## src/rtl/lag_measure.sv

```systemverilog
// lag_measure: display input-lag meter.
// Times from a flash_start pulse to a debounced rising sensor level, in whole
// microseconds, and keeps min/max/count statistics of the accepted lags.
module lag_measure #(
  parameter int unsigned US_DIV     = 27,
  parameter int unsigned DEBOUNCE   = 16,
  parameter int unsigned TIMEOUT_US = 500000,
  parameter int unsigned CNT_W      = 20
) (
  input  logic             clock,
  input  logic             reset,
  input  logic             flash_start,
  input  logic             sensor_in,
  input  logic             clear,
  output logic [CNT_W-1:0] lag_us,
  output logic             lag_valid,
  output logic             timeout,
  output logic             busy,
  output logic [CNT_W-1:0] min_us,
  output logic [CNT_W-1:0] max_us,
  output logic [7:0]       count
);

  localparam int unsigned PRESC_W = (US_DIV > 1) ? $clog2(US_DIV) : 1;
  localparam int unsigned DB_W    = $clog2(DEBOUNCE + 1);

  localparam logic [PRESC_W-1:0] PRESC_LAST = PRESC_W'(US_DIV - 1);
  localparam logic [PRESC_W-1:0] PRESC_ONE  = PRESC_W'(1);
  localparam logic [PRESC_W-1:0] PRESC_ZERO = {PRESC_W{1'b0}};
  localparam logic [DB_W-1:0]    DEB_LAST   = DB_W'(DEBOUNCE - 1);
  localparam logic [DB_W-1:0]    DB_ONE     = DB_W'(1);
  localparam logic [DB_W-1:0]    DB_ZERO    = {DB_W{1'b0}};
  localparam logic [CNT_W-1:0]   US_ONE     = CNT_W'(1);
  localparam logic [CNT_W-1:0]   US_ZERO    = {CNT_W{1'b0}};
  localparam logic [CNT_W-1:0]   US_MAX     = {CNT_W{1'b1}};
  localparam logic [CNT_W-1:0]   TMO_VAL    = CNT_W'(TIMEOUT_US);

  typedef enum logic [1:0] {
    ST_WAIT_DARK = 2'd0,
    ST_ARMED     = 2'd1,
    ST_MEASURE   = 2'd2
  } state_e;

  state_e             state_q, state_d;
  logic [PRESC_W-1:0] presc_q, presc_d;
  logic [CNT_W-1:0]   us_q, us_d;
  logic [DB_W-1:0]    deb_q, deb_d;
  logic [CNT_W-1:0]   cand_q, cand_d;
  logic [CNT_W-1:0]   lag_us_q, lag_us_d;
  logic               lag_valid_q, lag_valid_d;
  logic               timeout_q, timeout_d;
  logic               busy_q, busy_d;
  logic [CNT_W-1:0]   min_q, min_d;
  logic [CNT_W-1:0]   max_q, max_d;
  logic [7:0]         count_q, count_d;

  logic               accept_s;
  logic               tmo_s;
  logic [CNT_W-1:0]   acc_val_s;

  // Measurement FSM: dark qualification, arming, us timebase and sensor debounce.
  always_comb begin
    state_d   = state_q;
    presc_d   = presc_q;
    us_d      = us_q;
    deb_d     = deb_q;
    cand_d    = cand_q;
    accept_s  = 1'b0;
    tmo_s     = 1'b0;
    acc_val_s = cand_q;

    case (state_q)
      ST_WAIT_DARK: begin
        // deb counts consecutive dark samples; any light restarts the run
        if (sensor_in) begin
          deb_d = DB_ZERO;
        end else if (deb_q == DEB_LAST) begin
          deb_d   = DB_ZERO;
          state_d = ST_ARMED;
        end else begin
          deb_d = deb_q + DB_ONE;
        end
      end

      ST_ARMED: begin
        // screen is proven dark; sensor is ignored until the flash starts
        if (flash_start) begin
          state_d = ST_MEASURE;
          presc_d = PRESC_ZERO;
          us_d    = US_ZERO;
          deb_d   = DB_ZERO;
        end else begin
          state_d = ST_ARMED;
        end
      end

      ST_MEASURE: begin
        // microsecond timebase, saturating at all ones
        if (presc_q == PRESC_LAST) begin
          presc_d = PRESC_ZERO;
          if (us_q == US_MAX) begin
            us_d = us_q;
          end else begin
            us_d = us_q + US_ONE;
          end
        end else begin
          presc_d = presc_q + PRESC_ONE;
          us_d    = us_q;
        end

        // deb counts consecutive light samples; the candidate is the run start time
        if (sensor_in) begin
          if (deb_q == DB_ZERO) begin
            cand_d    = us_q;
            acc_val_s = us_q;
          end else begin
            cand_d    = cand_q;
            acc_val_s = cand_q;
          end
          if (deb_q == DEB_LAST) begin
            accept_s = 1'b1;
            deb_d    = DB_ZERO;
          end else begin
            deb_d = deb_q + DB_ONE;
          end
        end else begin
          deb_d  = DB_ZERO;
          cand_d = cand_q;
        end

        // an accept in the timeout cycle still counts as a valid measurement
        if (accept_s) begin
          state_d = ST_WAIT_DARK;
        end else if (us_d >= TMO_VAL) begin
          tmo_s   = 1'b1;
          state_d = ST_WAIT_DARK;
          deb_d   = DB_ZERO;
        end else begin
          state_d = ST_MEASURE;
        end
      end

      default: begin
        state_d = ST_WAIT_DARK;
        deb_d   = DB_ZERO;
      end
    endcase
  end

  // Output pulses, last lag and statistics; clear overrides a same-cycle stats update.
  always_comb begin
    lag_valid_d = accept_s;
    timeout_d   = tmo_s;
    busy_d      = (state_d == ST_MEASURE);

    if (accept_s) begin
      lag_us_d = acc_val_s;
    end else begin
      lag_us_d = lag_us_q;
    end

    if (clear) begin
      min_d   = US_MAX;
      max_d   = US_ZERO;
      count_d = 8'd0;
    end else if (accept_s) begin
      if (acc_val_s < min_q) begin
        min_d = acc_val_s;
      end else begin
        min_d = min_q;
      end
      if (acc_val_s > max_q) begin
        max_d = acc_val_s;
      end else begin
        max_d = max_q;
      end
      if (count_q == 8'hFF) begin
        count_d = count_q;
      end else begin
        count_d = count_q + 8'd1;
      end
    end else begin
      min_d   = min_q;
      max_d   = max_q;
      count_d = count_q;
    end
  end

  // State and output registers with synchronous reset.
  always_ff @(posedge clock) begin
    if (reset) begin
      state_q     <= ST_WAIT_DARK;
      presc_q     <= PRESC_ZERO;
      us_q        <= US_ZERO;
      deb_q       <= DB_ZERO;
      cand_q      <= US_ZERO;
      lag_us_q    <= US_ZERO;
      lag_valid_q <= 1'b0;
      timeout_q   <= 1'b0;
      busy_q      <= 1'b0;
      min_q       <= US_MAX;
      max_q       <= US_ZERO;
      count_q     <= 8'd0;
    end else begin
      state_q     <= state_d;
      presc_q     <= presc_d;
      us_q        <= us_d;
      deb_q       <= deb_d;
      cand_q      <= cand_d;
      lag_us_q    <= lag_us_d;
      lag_valid_q <= lag_valid_d;
      timeout_q   <= timeout_d;
      busy_q      <= busy_d;
      min_q       <= min_d;
      max_q       <= max_d;
      count_q     <= count_d;
    end
  end

  assign lag_us    = lag_us_q;
  assign lag_valid = lag_valid_q;
  assign timeout   = timeout_q;
  assign busy      = busy_q;
  assign min_us    = min_q;
  assign max_us    = max_q;
  assign count     = count_q;

endmodule
```

## config.mk

```make
export PLATFORM = sky130hd
export DESIGN_NAME = lag_measure
export DESIGN_NICKNAME = d
export VERILOG_FILES = /design/src/rtl/lag_measure.sv
export SDC_FILE = /design/constraint.sdc
export NUM_CORES = 1
export LEC_CHECK = 0
export CORE_ASPECT_RATIO = 1.25
export CORE_MARGIN = 2
export CORE_UTILIZATION = 55
export DETAILED_ROUTE_END_ITERATION = 8
export PLACE_DENSITY = 0.78
export SYNTH_ARGS = -nofsm -noshare
export SYNTH_HDL_FRONTEND = slang
export SYNTH_SLANG_ARGS = --single-unit
```

## constraint.sdc

```tcl
create_clock -name clock -period 10 [get_ports clock]
set_input_delay 1.5 -clock clock [delete_from_list [all_inputs] [get_ports clock]]
set_output_delay 1.5 -clock clock [all_outputs]
set_load 0.05 [all_outputs]
```

==> out/metrics.cfg <==
[clock_network]
clk_latency_ns=0.43
cts_buffer_depth=2
cts_made_buffers=17
ctsHtreeMaxLevel=4
tritoncts=yes
clk_pin_slew_ns=0.06
cts_resized=0
hold_buffers=0
clock_sinks=123
postCtsSetupRepairBufs=0
cts-root-buf=clkbuf_16

[detailed_routing]
post-route-drc-count=0
wl_per_cell_um=17.9
drt_iter0_drc=251
wl_um=18800
via_per_inst=6.12
num_vias=6422
dr.pass1.iters=5
ant_nets=0

[yosys]
yosys_warnings=0
muxShareOfSynthArea_pct=3.14
synth_edf_count=0
synthAdderAreaFrac_pct=8.28
ys_ff_latch=123
synth_xor_area_share_pct=0.901
synth_top_family_by_area=compound AO/OA/AOI/OAI gates
avgSynthCellArea_sq_um=8.24
syn-num-nets=876
synth-compound-area-share_pct=23.8
synth_flop_cell=dfxtp_1
async_flop_share_pct=0
syn_inst=826
synth_cell_type_count=65
yosysSeqAreaShare_pct=36.2
synth-simple-area-share_pct=20.4
synth_area_sq_um=6800

[cells_and_area]
final_nets=922
drive_gt1_share_pct=7.80
num_antenna_cells=0
area_growth_pct=21.3
final_common_cell=nor2_1
layout_common_cells=nor2_1 (126), dfxtp_1 (123), clkdlybuf4s50_1 (74)

[timing]
slew_viol_final=0
period_share_pct=63.4
finalCriticalPeriod_ns=6.34
max-slew-margin-rel_pct=15.8
tightest_slew_ns=1.26
finalSetupViolCount=0
hold_viol=0
fin_tns_setup_ns=0
skew_ns=0.00786
grt_setup_unrepaired=no
fmax_mhz=158

[floorplan]
dieWidth_um=103
pin_count=76
die_h_um=128
start_util_pct=56.2
core_area_sq_um=12100
std_cell_rows=45
die-area_sq_um=13300

[placed_design]
port_buffers=75
gp_congestion=0.920
dpl.hpwl_um=13300

[min_path]
hold_depth=2
holdCritPathClass=register to register

[global_route]
grt_pass1_wl_um=30600
track_usage_pct=29.5
grt_max_degree=77
first_global_vias=6275
overflow=0
grt_antenna_before_repair=0

[power]
irDropWorstVdd_mv=0.128
p_leak_nw=3.51
cellPowerDensity_nw_per_um2=140
finalPower_w=0.00116

[critical_path]
reg2regPathDepth=16
crit_path_end_kind=register
start_kind=input port
worst-path-max-fanout=22
cp.arrival_ns=6.59
worstSetupPathType=input port to register
required_ns=10.25

[job]
maxCapViolations=0

[outcome]
status=finished, final reports clean

## cells by family (layout without fill, tap and decap cells)
logic type,count (synthesis),after routing
buf+inv,129,188
flops,123,123
simple gates,284,284
fa+ha+maj,45,45
mux,21,21
xor+xnor,7,7
compound gates,217,217
## metrics by stage
stage	hold slack, ns	utilization [%]	setup slack, ns	area, sq um	instances
global placement	0.483	63.0	3.37	7630	1017
floorplan	0.466	-	5.17	6800	826
detailed placement	0.500	63.0	3.24	7630	1017
global route	0.536	68.2	3.15	8250	1049
finish	0.506	68.2	3.66	8250	1049
CTS	0.508	68.2	3.68	8250	1049
## power breakdown
part | switching [W] | leakage (nW) | internal [W]
Combinational | 0.0000130 | 2.23 | 0.00000399
Clock | 0.000227 | 0.289 | 0.000422
Sequential | 0.000000486 | 0.991 | 0.000491
## final timing paths
check | to | start | slack [ns]
worst max-delay path | max_us[7] | sensor_in | 3.66
worst min register to register | lag_us[13] | lag_us[13] | 0.51
worst min-delay path | lag_us[13] | lag_us[13] | 0.51
worst max register to register | max_us[7] | deb_q[0] | 4.29
## cell type report
cell class              instances  area (sq um)
flip-flops and latches        123          2460
clock buffers                  21           450
fillers                      1004          3850
clock inverters                11           169
well taps                     164           205
inverters                      71           267
multi-input cells             574          3880
repair buffers                 85           821
## cells in the mapped netlist (4+ instances only)
library cell / n / share of area, %
nor2_1: 126 / 7.0
dfxtp_1: 123 / 36
inv_1: 71 / 3.9
a211oi_1: 64 / 7.1
clkbuf_1: 49 / 2.7
ha_1: 45 / 8.3
nand2_1: 38 / 2.1
a21oi_1: 34 / 2.5
nand3_1: 34 / 2.5
a311oi_1: 27 / 3.5
o32ai_1: 21 / 2.7
mux2i_1: 18 / 2.6
a21o_1: 14 / 1.5
nand4_1: 14 / 1.3
o21ai_0: 14 / 1.0
nor3_1: 11 / 0.81
buf_2: 7 / 0.51
or3_1: 7 / 0.64
nand2b_1: 6 / 0.55
nor4_1: 6 / 0.55
nor2b_1: 5 / 0.46
o211ai_1: 5 / 0.55
o21ai_1: 5 / 0.37
or2_2: 5 / 0.46
and2_1: 4 / 0.37
and4_1: 4 / 0.51
nand3b_1: 4 / 0.44
o31ai_1: 4 / 0.44
xor2_1: 4 / 0.51
## worst max-delay path: stages
cell             delay (ns)
clkdlybuf4s50_1        0.65
nand3_1                0.87
mux2i_1                0.72
inv_1                  0.14
ha_1                   0.34
nand4_1                0.13
or3_1                  0.38
or4_1                  0.57
a21oi_1                0.14
nor2_1                 0.05
a21oi_1                0.12
buf_4                  0.25
a21o_1                 0.54
a211oi_1               0.18
## layer usage
| layer | routed length, um | part of all wire, % | up-vias | track usage, % |
|---|---|---|---|---|
| met5 | 0 | 0 | - | 0 |
| met1 | 7630 | 41 | 3023 | 33.9 |
| li1 | - | - | 3115 | - |
| met3 | 906 | 4.8 | 60 | 6.95 |
| met4 | 701 | 3.7 | 0 | 14.9 |
| met2 | 9540 | 51 | 224 | 50.6 |
## flip-flops by register name, summed over array words and instances, names as in the netlist, 2 cells and up
register  flops
cand_q       20
lag_us       20
max_us       20
min_us       20
us_q         20
count         8
deb_q         5
presc_q       5
state_q       2
Note: power is estimated with default switching activity, not from simulation.
==> RTL edit (config.mk and constraints unchanged) <==
Encoding of `state_e`: now one-hot (3 bits for 3 states).
--- a/src/rtl/lag_measure.sv
+++ b/src/rtl/lag_measure.sv
@@ -36,8 +36,8 @@
   localparam logic [CNT_W-1:0]   TMO_VAL    = CNT_W'(TIMEOUT_US);
 
-  typedef enum logic [1:0] {
-    ST_WAIT_DARK = 2'd0,
-    ST_ARMED     = 2'd1,
-    ST_MEASURE   = 2'd2
+  typedef enum logic [2:0] {
+    ST_WAIT_DARK = 3'b001,
+    ST_ARMED     = 3'b010,
+    ST_MEASURE   = 3'b100
   } state_e;
 
Function: same outputs for any inputs over 10 cycles, from zero or initial values and one cycle with reset high; not proved beyond that.
==> RTL edit against the unedited design <==
- cell area decreased by 5.2%
- wire length decreased by 15%
- sequential share of layout area up 1.9 points
- sequential cell count grew 1
- synthesized cell count down 7.0%
- setup slack better by 0.94 ns
- area after synthesis shrank 5.5%
- total power shrank 3.2%
- critical path type unchanged
- critical endpoint is now min_us[18]$_SDFFE_PP1P_
- largest cell class unchanged
==> RTL edit: results (changes against the unedited design) <==
- Hold path startpoint: max_us[12]$_SDFFE_PP0P_
- Status: finished clean
- Placer Congestion: 0.953 (+3.5%)
- Actual slew at the worst max-slew pin: 1.19 ns (-0.0691 ns)
- Synth Area in XOR/XNOR: 0.0136 (+0.00462)
- Top Family by Delay on Critical Path: compound AO/OA/AOI/OAI gates
- Syn_nets: 818 (-6.6%)
- Adder-cell area share of the yosys netlist: 0.0876 (+0.00485)
- First-pass GRT wire length: 26.2 mm (-14%)
- Flop pwr share: 0.442 (+0.018)
- WP data arrival: 5.63 ns (-0.96 ns)
- GRT Total Usage: 0.259 (-0.0364)
- Vias in the first global route: 5582 (-11%)
- FF-to-FF setup slack: 5.41 ns (+1.12 ns)
- R2R depth: 17 (+1)
- Post-Syn Area per Cell: 8.37 sq um (+1.6%)
- Post-synthesis compound-gate area fraction: 0.132 (-0.106)
- Clock latency at the later pin of the worst-skew pair: 0.41 ns (-0.02 ns)
- Final Non-Filler Cells: 978 (-6.8%)
- Initial DRC count: 268 (+6.8%)
- Clock skew: 0.00839 ns (+0.000537 ns)
- HPWL Detailed: 11.1 mm (-17%)
- Psw: 0.000242 W (+0.69%)
- Vias: 5699 (-11%)
- Worst R2R Start: deb_q[0]$_SDFFE_PP0N_
- R2r endpoint: min_us[18]$_SDFFE_PP1P_
- Placed cell count: 946 (-7.0%)
- Peak supply drop: 0.102 mV (-20%)
- Met3 usage: 0.0595 (-0.0100)
- Met3 WL: 775 microns (-14%)
- P_clk: 0.000611 W (-5.9%)
- Dpl ws: 4.34 ns (+1.09 ns)
- Slowest-stage cell, CP: a2111o_1
- Top post-synthesis cells by area: dfxtp_1 39%, mux2i_1 9.7%, ha_1 8.8%
- Layout cells sized above 1: 0.0631 (-0.0149)
- Dpl cell area: 7220 sq um (-5.3%)
- Synth cell count leaders: 124 x dfxtp_1, 106 x nand2_1, 86 x nor2_1, 65 x inv_1, 62 x mux2i_1
- Hold Crit Endpoint: max_us[12]$_SDFFE_PP0P_
- Largest net degree at the start of global routing: 72 (-6.5%)
- GR Util met2: 0.436 (-0.0698)
- M1 WL: 6.85 mm (-10%)
- CP max stage delay: 0.85 ns (-0.02 ns)
- DR WL met2: 7.96 mm (-17%)
- Avg WL per Cell: 16.4 microns (-8.6%)
- Part of the cycle the worst path needs: 0.540 (-0.0940)
- Met1 usage: 0.319 (-0.0198)
==> RTL edit: cell count changes after synthesis, moves of 6 or more <==
| cell | change |
|---|---|
| a211oi_1 | -40 |
| a311oi_1 | -23 |
| a31oi_1 | +7 |
| clkbuf_1 | -26 |
| inv_1 | -6 |
| mux2i_1 | +44 |
| nand2_1 | +68 |
| nand3_1 | -12 |
| nor2_1 | -40 |
| o21ai_0 | +6 |
| o32ai_1 | -21 |
==> RTL edit: through the flow <==
stage	hold slack, ns	power, W
floorplan	0.459	0.000516
global placement	0.458	0.000520
detailed placement	0.468	0.000520
CTS	0.478	0.00113
global route	0.494	0.00115
finish	0.473	0.00112
==> RTL edit: final cells by class <==
cell class	count	area [sq um]
Clock buffer	19	453
Tap cell	138	173
Inverter	65	244
Fill cell	891	3690
Clock inverter	13	141
Multi-Input combinational cell	539	3540
Timing Repair Buffer	80	783
Sequential cell	124	2480
